[config.mk]
export PLATFORM = sky130hd
export DESIGN_NAME = pmod_ssd_capture
export DESIGN_NICKNAME = d
export VERILOG_FILES = /design/src/rtl/pmod_ssd_capture.sv
export SDC_FILE = /design/constraint.sdc
export NUM_CORES = 1
export LEC_CHECK = 0
export ABC_AREA = 1
export BUFFER_PORTS_ARGS = -buffer_cell sky130_fd_sc_hd__buf_2
export CORE_MARGIN = 4
export CORE_UTILIZATION = 54
export CTS_CLUSTER_SIZE = 8
export DETAILED_ROUTE_END_ITERATION = 8
export PLACE_DENSITY = 0.69
export SYNTH_ARGS = -nofsm -noshare
export SYNTH_HDL_FRONTEND = slang
export SYNTH_SLANG_ARGS = --single-unit
export TNS_END_PERCENT = 30
[constraint.sdc]
create_clock -name i_clk_20mhz -period 2.2 [get_ports i_clk_20mhz]
set_input_delay 0.22 -clock i_clk_20mhz [delete_from_list [all_inputs] [get_ports i_clk_20mhz]]
set_output_delay 0.22 -clock i_clk_20mhz [all_outputs]
set_load 0.1 [all_outputs]
[src/rtl/pmod_ssd_capture.sv]
`default_nettype none
// ============================================================================
// Module   : pmod_ssd_capture
// Brief    : Samples the multiplexed PmodSSD bus, decodes both digits back to
//            hex, and publishes one validated two-digit frame per select cycle.
//            Optional macro SSD_CAPTURE_CONFIRM_EN: publish a frame only when
//            it repeats the preceding completed frame.
// Revision : 1.0 - initial release
// ============================================================================
module pmod_ssd_capture #(
    parameter int PAR_SETTLE_CYCLES  = 1000,
    parameter int PAR_TIMEOUT_CYCLES = 600000
) (
    input  logic       i_clk_20mhz,
    input  logic       i_rst_20mhz,
    input  logic [7:0] i_ssd_pmod,
    output logic [3:0] o_value0,
    output logic [3:0] o_value1,
    output logic [1:0] o_blank,
    output logic [1:0] o_seg_err,
    output logic       o_valid,
    output logic       o_timeout
);

    localparam int c_set_w = $clog2(PAR_SETTLE_CYCLES);
    localparam int c_to_w  = $clog2(PAR_TIMEOUT_CYCLES + 1);

    localparam logic [c_set_w-1:0] c_set_max = c_set_w'(PAR_SETTLE_CYCLES - 1);
    localparam logic [c_set_w-1:0] c_set_one = c_set_w'(1);
    localparam logic [c_to_w-1:0]  c_to_max  = c_to_w'(PAR_TIMEOUT_CYCLES);
    localparam logic [c_to_w-1:0]  c_to_hit  = c_to_w'(PAR_TIMEOUT_CYCLES - 1);
    localparam logic [c_to_w-1:0]  c_to_one  = c_to_w'(1);

    typedef enum logic [2:0] {
        ST_SYNC    = 3'd0,
        ST_SETTLE0 = 3'd1,
        ST_HOLD0   = 3'd2,
        ST_SETTLE1 = 3'd3,
        ST_HOLD1   = 3'd4
    } state_t;

    state_t r_state;
    state_t w_state_next;

    logic [7:0]         r_sync1;
    logic [7:0]         r_sync2;
    logic [7:0]         r_sync_d;
    logic [c_set_w-1:0] r_set_cnt;
    logic [c_to_w-1:0]  r_to_cnt;
    logic               r_timeout;

    logic [3:0] r_hold_val0;
    logic       r_hold_blank0;
    logic       r_hold_err0;

    logic [3:0] r_value0;
    logic [3:0] r_value1;
    logic [1:0] r_blank;
    logic [1:0] r_seg_err;
    logic       r_valid;

    logic        w_sel_edge;
    logic        w_sel_fall;
    logic        w_word_chg;
    logic        w_stable;
    logic        w_to_hit;
    logic        w_latch0;
    logic        w_frame_done;
    logic [5:0]  w_dec_cur;
    logic [11:0] w_frame;

    // Returns {seg_err, blank, value}.
    function automatic logic [5:0] f_decode(input logic [6:0] seg);
        logic [5:0] res;
        res = 6'b10_0000;
        case (seg)
            7'h3F: res = {2'b00, 4'h0};
            7'h06: res = {2'b00, 4'h1};
            7'h5B: res = {2'b00, 4'h2};
            7'h4F: res = {2'b00, 4'h3};
            7'h66: res = {2'b00, 4'h4};
            7'h6D: res = {2'b00, 4'h5};
            7'h7D: res = {2'b00, 4'h6};
            7'h07: res = {2'b00, 4'h7};
            7'h7F: res = {2'b00, 4'h8};
            7'h67: res = {2'b00, 4'h9};
            7'h77: res = {2'b00, 4'hA};
            7'h7C: res = {2'b00, 4'hB};
            7'h39: res = {2'b00, 4'hC};
            7'h5E: res = {2'b00, 4'hD};
            7'h79: res = {2'b00, 4'hE};
            7'h71: res = {2'b00, 4'hF};
            7'h00: res = 6'b01_0000;
            default: res = 6'b10_0000;
        endcase
        return res;
    endfunction

    assign w_sel_edge = r_sync2[7] ^ r_sync_d[7];
    assign w_sel_fall = w_sel_edge && !r_sync2[7];
    assign w_word_chg = (r_sync2 != r_sync_d);
    assign w_stable   = (r_set_cnt == c_set_max) && !w_word_chg;
    // A select edge in the same cycle always beats an expiring timeout.
    assign w_to_hit   = (r_to_cnt == c_to_hit) && !w_sel_edge;
    assign w_dec_cur  = f_decode(r_sync2[6:0]);

    // {value1, value0, blank[1:0], seg_err[1:0]}
    assign w_frame = {w_dec_cur[3:0], r_hold_val0,
                      w_dec_cur[4], r_hold_blank0,
                      w_dec_cur[5], r_hold_err0};

    always_ff @(posedge i_clk_20mhz) begin
        if (i_rst_20mhz) begin
            r_sync1  <= 8'h00;
            r_sync2  <= 8'h00;
            r_sync_d <= 8'h00;
        end else begin
            r_sync1  <= i_ssd_pmod;
            r_sync2  <= r_sync1;
            r_sync_d <= r_sync2;
        end
    end

    always_ff @(posedge i_clk_20mhz) begin
        if (i_rst_20mhz) begin
            r_set_cnt <= '0;
        end else if (w_word_chg) begin
            r_set_cnt <= '0;
        end else if (r_set_cnt != c_set_max) begin
            r_set_cnt <= r_set_cnt + c_set_one;
        end
    end

    always_ff @(posedge i_clk_20mhz) begin
        if (i_rst_20mhz) begin
            r_to_cnt  <= '0;
            r_timeout <= 1'b0;
        end else if (w_sel_edge) begin
            r_to_cnt  <= '0;
            r_timeout <= 1'b0;
        end else begin
            if (r_to_cnt != c_to_max) begin
                r_to_cnt <= r_to_cnt + c_to_one;
            end
            if (w_to_hit) begin
                r_timeout <= 1'b1;
            end
        end
    end

    always_ff @(posedge i_clk_20mhz) begin
        if (i_rst_20mhz) begin
            r_state <= ST_SYNC;
        end else begin
            r_state <= w_state_next;
        end
    end

    always_comb begin
        w_state_next = r_state;
        w_latch0     = 1'b0;
        w_frame_done = 1'b0;
        if (w_to_hit) begin
            w_state_next = ST_SYNC;
        end else begin
            case (r_state)
                ST_SYNC: begin
                    if (w_sel_fall) begin
                        w_state_next = ST_SETTLE0;
                    end
                end
                ST_SETTLE0: begin
                    if (w_sel_edge) begin
                        w_state_next = ST_SYNC;
                    end else if (w_stable) begin
                        w_latch0     = 1'b1;
                        w_state_next = ST_HOLD0;
                    end
                end
                ST_HOLD0: begin
                    if (w_sel_edge) begin
                        w_state_next = ST_SETTLE1;
                    end
                end
                ST_SETTLE1: begin
                    if (w_sel_edge) begin
                        w_state_next = ST_SETTLE0;
                    end else if (w_stable) begin
                        w_frame_done = 1'b1;
                        w_state_next = ST_HOLD1;
                    end
                end
                ST_HOLD1: begin
                    if (w_sel_edge) begin
                        w_state_next = ST_SETTLE0;
                    end
                end
                default: w_state_next = ST_SYNC;
            endcase
        end
    end

    always_ff @(posedge i_clk_20mhz) begin
        if (i_rst_20mhz) begin
            r_hold_val0   <= 4'h0;
            r_hold_blank0 <= 1'b0;
            r_hold_err0   <= 1'b0;
        end else if (w_latch0) begin
            r_hold_val0   <= w_dec_cur[3:0];
            r_hold_blank0 <= w_dec_cur[4];
            r_hold_err0   <= w_dec_cur[5];
        end
    end

`ifdef SSD_CAPTURE_CONFIRM_EN
    logic [11:0] r_prev_frame;
    logic        r_prev_ok;
    logic        w_drop;

    assign w_drop = w_sel_edge && ((r_state == ST_SETTLE0) || (r_state == ST_SETTLE1));

    always_ff @(posedge i_clk_20mhz) begin
        if (i_rst_20mhz) begin
            r_prev_frame <= 12'h000;
            r_prev_ok    <= 1'b0;
            r_value0     <= 4'h0;
            r_value1     <= 4'h0;
            r_blank      <= 2'b00;
            r_seg_err    <= 2'b00;
            r_valid      <= 1'b0;
        end else begin
            r_valid <= 1'b0;
            if (w_drop || w_to_hit) begin
                r_prev_ok <= 1'b0;
            end else if (w_frame_done) begin
                r_prev_frame <= w_frame;
                r_prev_ok    <= 1'b1;
                // Only a frame that repeats its predecessor is trusted.
                if (r_prev_ok && (r_prev_frame == w_frame)) begin
                    {r_value1, r_value0, r_blank, r_seg_err} <= w_frame;
                    r_valid <= 1'b1;
                end
            end
        end
    end
`else
    always_ff @(posedge i_clk_20mhz) begin
        if (i_rst_20mhz) begin
            r_value0  <= 4'h0;
            r_value1  <= 4'h0;
            r_blank   <= 2'b00;
            r_seg_err <= 2'b00;
            r_valid   <= 1'b0;
        end else begin
            r_valid <= 1'b0;
            if (w_frame_done) begin
                {r_value1, r_value0, r_blank, r_seg_err} <= w_frame;
                r_valid <= 1'b1;
            end
        end
    end
`endif

    assign o_value0  = r_value0;
    assign o_value1  = r_value1;
    assign o_blank   = r_blank;
    assign o_seg_err = r_seg_err;
    assign o_valid   = r_valid;
    assign o_timeout = r_timeout;

endmodule
`default_nettype wire
==> impl_results.md <==
* Status: finished clean
* Area of the multi-input gates at 0.00162 sq mm
* Synthesis-stage register bit count at between 70 and 80
* Die Y at 88.9 um
* CP cell instances: inv_1 > ha_1 > inv_1 > nor2_1 > nand2_1 > nor2_1 > nand3_1 > inv_2 > nand2_4 > nor2_1 > nand2_1 > nand2_1
* Rel. slew slack at 67.8%
* Clock-pin slew on the worst setup and hold paths at approximately 0.08 ns
* RSZ-0062 raised after global routing: no
* WP buf/inv at 3
* Capturing point of the worst reg2reg path: o_value1[2]$_SDFFE_PP0P_
* Area Overhead vs Synth at 11.8%
* Switching share of total power at 26.0%
* Ys Warns at 0
* Reg power frac at 49.8%
* Worst hold-check path type: in -> reg
* Post-detail-place hpwl at approximately 5300 um
* Largest buffer count on any clock path at 2
* Via/cell ratio at between 4 and 5
* Sw Pwr at between 0.0007 and 0.0008 W
* Cell taking the most area after synthesis: dfxtp_1
* Synthesized area per cell at 6.74 sq um
* Number of buffers created by CTS at 9
* Gr usage total at approximately 20%
* Slew @ Worst Pin at 0.487 ns
* WL/cell at 11.1 um
* Fill cells at a little under 600
* Vias at 3115
* Reg2Reg Launch Point: r_sync2[7]$_SDFF_PP0_
* Crit path DAT at approximately 2.1 ns
* CTS sink cnt at 77
* FMAX at between 0.5 and 0.6 GHz
* Final count of pins violating max slew at 0
* Gr ovfl total at 0
* # rows at 29
* Setup_tns at 0 ns
* Die Area at a little under 0.008 sq mm
* Final hold vios at 0
* Clk_skew at between 0.006 and 0.007 ns
* Worst IR drop on VDD at about 500 uV
* Die X at 88.9 um
* Leak at 1.82 nW
* CP delay by family, top: simple AND/OR/NAND/NOR gates
* Max-Cap Viols at 0
* Placer Congestion at about 0.94
* Hold Path Sink: r_sync1[6]$_SDFF_PP0_
* Kind of critical path: reg -> reg
* Initial DRC count at about 140
* Ys async rst share at 0%
* Final setup fails at 0
* Period Utilization, post-route at 83.2%
* Total power at 0.00297 W
* CTS tree: done
* Largest net degree at the start of global routing at 21
* Clock network power share at roughly two fifths
* Layout cell share with drive strength beyond 1 at approximately a tenth
* Later-pin clock latency in the skew report at 0.34 ns
* Register area at 0.00154 sq mm
* First-pass GRT wire length at approximately 12000 um
* Synth area leaders: dfxtp_1 44%, nand2_1 12%, nor2_1 12%
* Core footprint at between 0.006 and 0.007 sq mm
* WHS Path Cells at 3
* Slowest stage delay, CP at 0.32 ns
* I/O pin count at 24
* Prevailing post-synth register cell: dfxtp_1
* Cells after Synth at 524
* Layout Nets at around 570
* Hold Crit Start: i_ssd_pmod[6]
* Internal power at between 0.002 and 0.0025 W
* Port bufs at 23
* Crit path launch type: flop
* # Post-CTS Setup Buffers at 0
* CP Data Required Time at about 2.5 ns
* # resized after CTS at 0
* Post-synthesis sequential area ratio at between 40 and 50%
* Worst Setup End Kind: flop
* Detailed Routing Iterations Pass 1 at 4
* Power Dens Cells at 753 mW/mm^2
* Number of hold buffers added after CTS at 0
* Top cell type's share of synthesized area at around 44%
* Post-synth EDFFs at 0
* Min cycle time layout at roughly 1.8 ns
* DRC Markers at 0
* Critical Path Fanout Max at 15
* Initial Util at 55.6%
* CTS H-tree lvls at 3
* Post-synthesis instance area at 0.00353 sq mm
* Routed Antenna Nets at 0
* Yosys cell types at 34
* Syn_nets at 538
* FF-to-FF path depth at 12
* Clock root buffer: clkbuf_8
* Comb power frac at 11.2%
* Ant. Diodes at 0
* CP max stage cell: dfxtp_1
* Total wire length at ~7100 um
* Register-to-register setup slack at 0.37 ns
* Initial antenna violation count at 0
* Vias in the first global route at 2837
==> power groups by stage <==
stage / Sequential [W] / Clock, W / Combinational (W)
4_1_cts: 0.00148 / 0.00119 / 0.000331
3_5_place_dp: 0.00151 / 0 / 0.000328
5_1_grt: 0.00148 / 0.00125 / 0.000391
6_report: 0.00148 / 0.00116 / 0.000332
2_1_floorplan: 0.00150 / 0 / 0.000262
3_3_place_gp: 0.00151 / 0 / 0.000317
==> worst register-to-register path, cell delays in order (launching register included) <==
cell and delay [ns]:
dfxtp_1 0.32, inv_1 0.05, ha_1 0.32, inv_1 0.11, nor2_1 0.11, nand2_1 0.05, nor2_1 0.11, nand3_1 0.14
inv_2 0.13, nand2_4 0.13, nor2_1 0.18, nand2_1 0.08, nand2_1 0.06
==> stage by stage <==
stage          cell area, sq um  hold WS [ns]  setup slack (ns)  instances  utilization (%)
3_3_place_gp               3730         0.392             0.388        621             58.8
4_1_cts                    3950        0.0576             0.345        637             62.2
5_1_grt                    3950        0.0689             0.107        637             62.2
6_report                   3950        0.0775             0.370        637             62.2
2_1_floorplan              3530         0.327             0.567        524                -
3_5_place_dp               3730         0.400             0.355        621             58.8
==> flip-flops by register name (all words and copies together) (netlist names), 2 cells and up <==
name	flops
r_to_cnt	20
r_set_cnt	10
r_sync1	8
r_sync2	8
r_sync_d	8
o_value0	4
o_value1	4
r_hold_val0	4
r_state	3
o_blank	2
o_seg_err	2
==> cell usage after synthesis, drive strengths merged (2+ instances only) <==
| cell | n |
|---|---|
| or2 | 2 |
| nor2 | 113 |
| nor3 | 16 |
| xor2 | 5 |
| buf | 4 |
| a211oi | 2 |
| nor4 | 5 |
| ha | 4 |
| nand2 | 114 |
| nand4 | 10 |
| inv | 87 |
| o211ai | 2 |
| a21oi | 24 |
| nand3 | 29 |
| dfxtp | 77 |
| o21ai | 21 |
| clkbuf | 3 |
==> per-layer routing <==
layer,vias to the layer above,global-route usage (%),wire length [um]
met5,-,0,0
met4,0,7.69,78
met3,7,4.00,270
met2,66,30.0,3020
met1,1343,27.2,3690
li1,1699,-,-
==> placed cells by master, fill, tap and decap left out, types with 3 or more instances in the layout <==
cell type	n
clkbuf_8	9
buf_4	4
nand4_1	10
inv_1	81
ha_1	4
nor4_1	5
o21ai_0	15
nor2_1	109
dfxtp_1	77
inv_2	6
o21ai_1	5
xor2_1	5
nand3_1	28
buf_2	23
nand2_1	111
nor3_1	15
a21oi_1	24
nor2_2	3
==> worst max path at each step <==
stage,startpoint,slack (ns),endpoint,cells after the start
final,r_sync2[7]$_SDFF_PP0_,0.37,o_value1[2]$_SDFFE_PP0P_,12
after global routing,r_sync2[7]$_SDFF_PP0_,0.11,o_value1[0]$_SDFFE_PP0P_,12
after CTS,r_sync2[7]$_SDFF_PP0_,0.35,o_value1[2]$_SDFFE_PP0P_,12
after detailed placement,r_sync2[7]$_SDFF_PP0_,0.36,o_seg_err[0]$_SDFFE_PP0P_,11
after global placement,r_sync2[7]$_SDFF_PP0_,0.39,o_seg_err[0]$_SDFFE_PP0P_,11
after floorplan,r_sync2[7]$_SDFF_PP0_,0.57,o_blank[1]$_SDFFE_PP0P_,12
==> cell type report <==
cell class / instances / area share [%]
Clock buffer: 11 / 3.33
Clock inverter: 5 / 2.12
Inverter: 88 / 8.37
Multi-Input combinational cell: 352 / 41.0
Sequential cell: 77 / 39.0
Tap cell: 77 / 2.44
Timing Repair Buffer: 27 / 3.68
==> cells by family after synthesis <==
family / share of synthesized area [%]
adder cells (fa/ha/maj): 1.42
flip-flops: 43.7
buffers and inverters: 10.5
AND/OR/NAND/NOR: 35.3
XOR/XNOR: 1.24
AO/OA/AOI/OAI: 7.90
(Power assumes the default switching activity.)
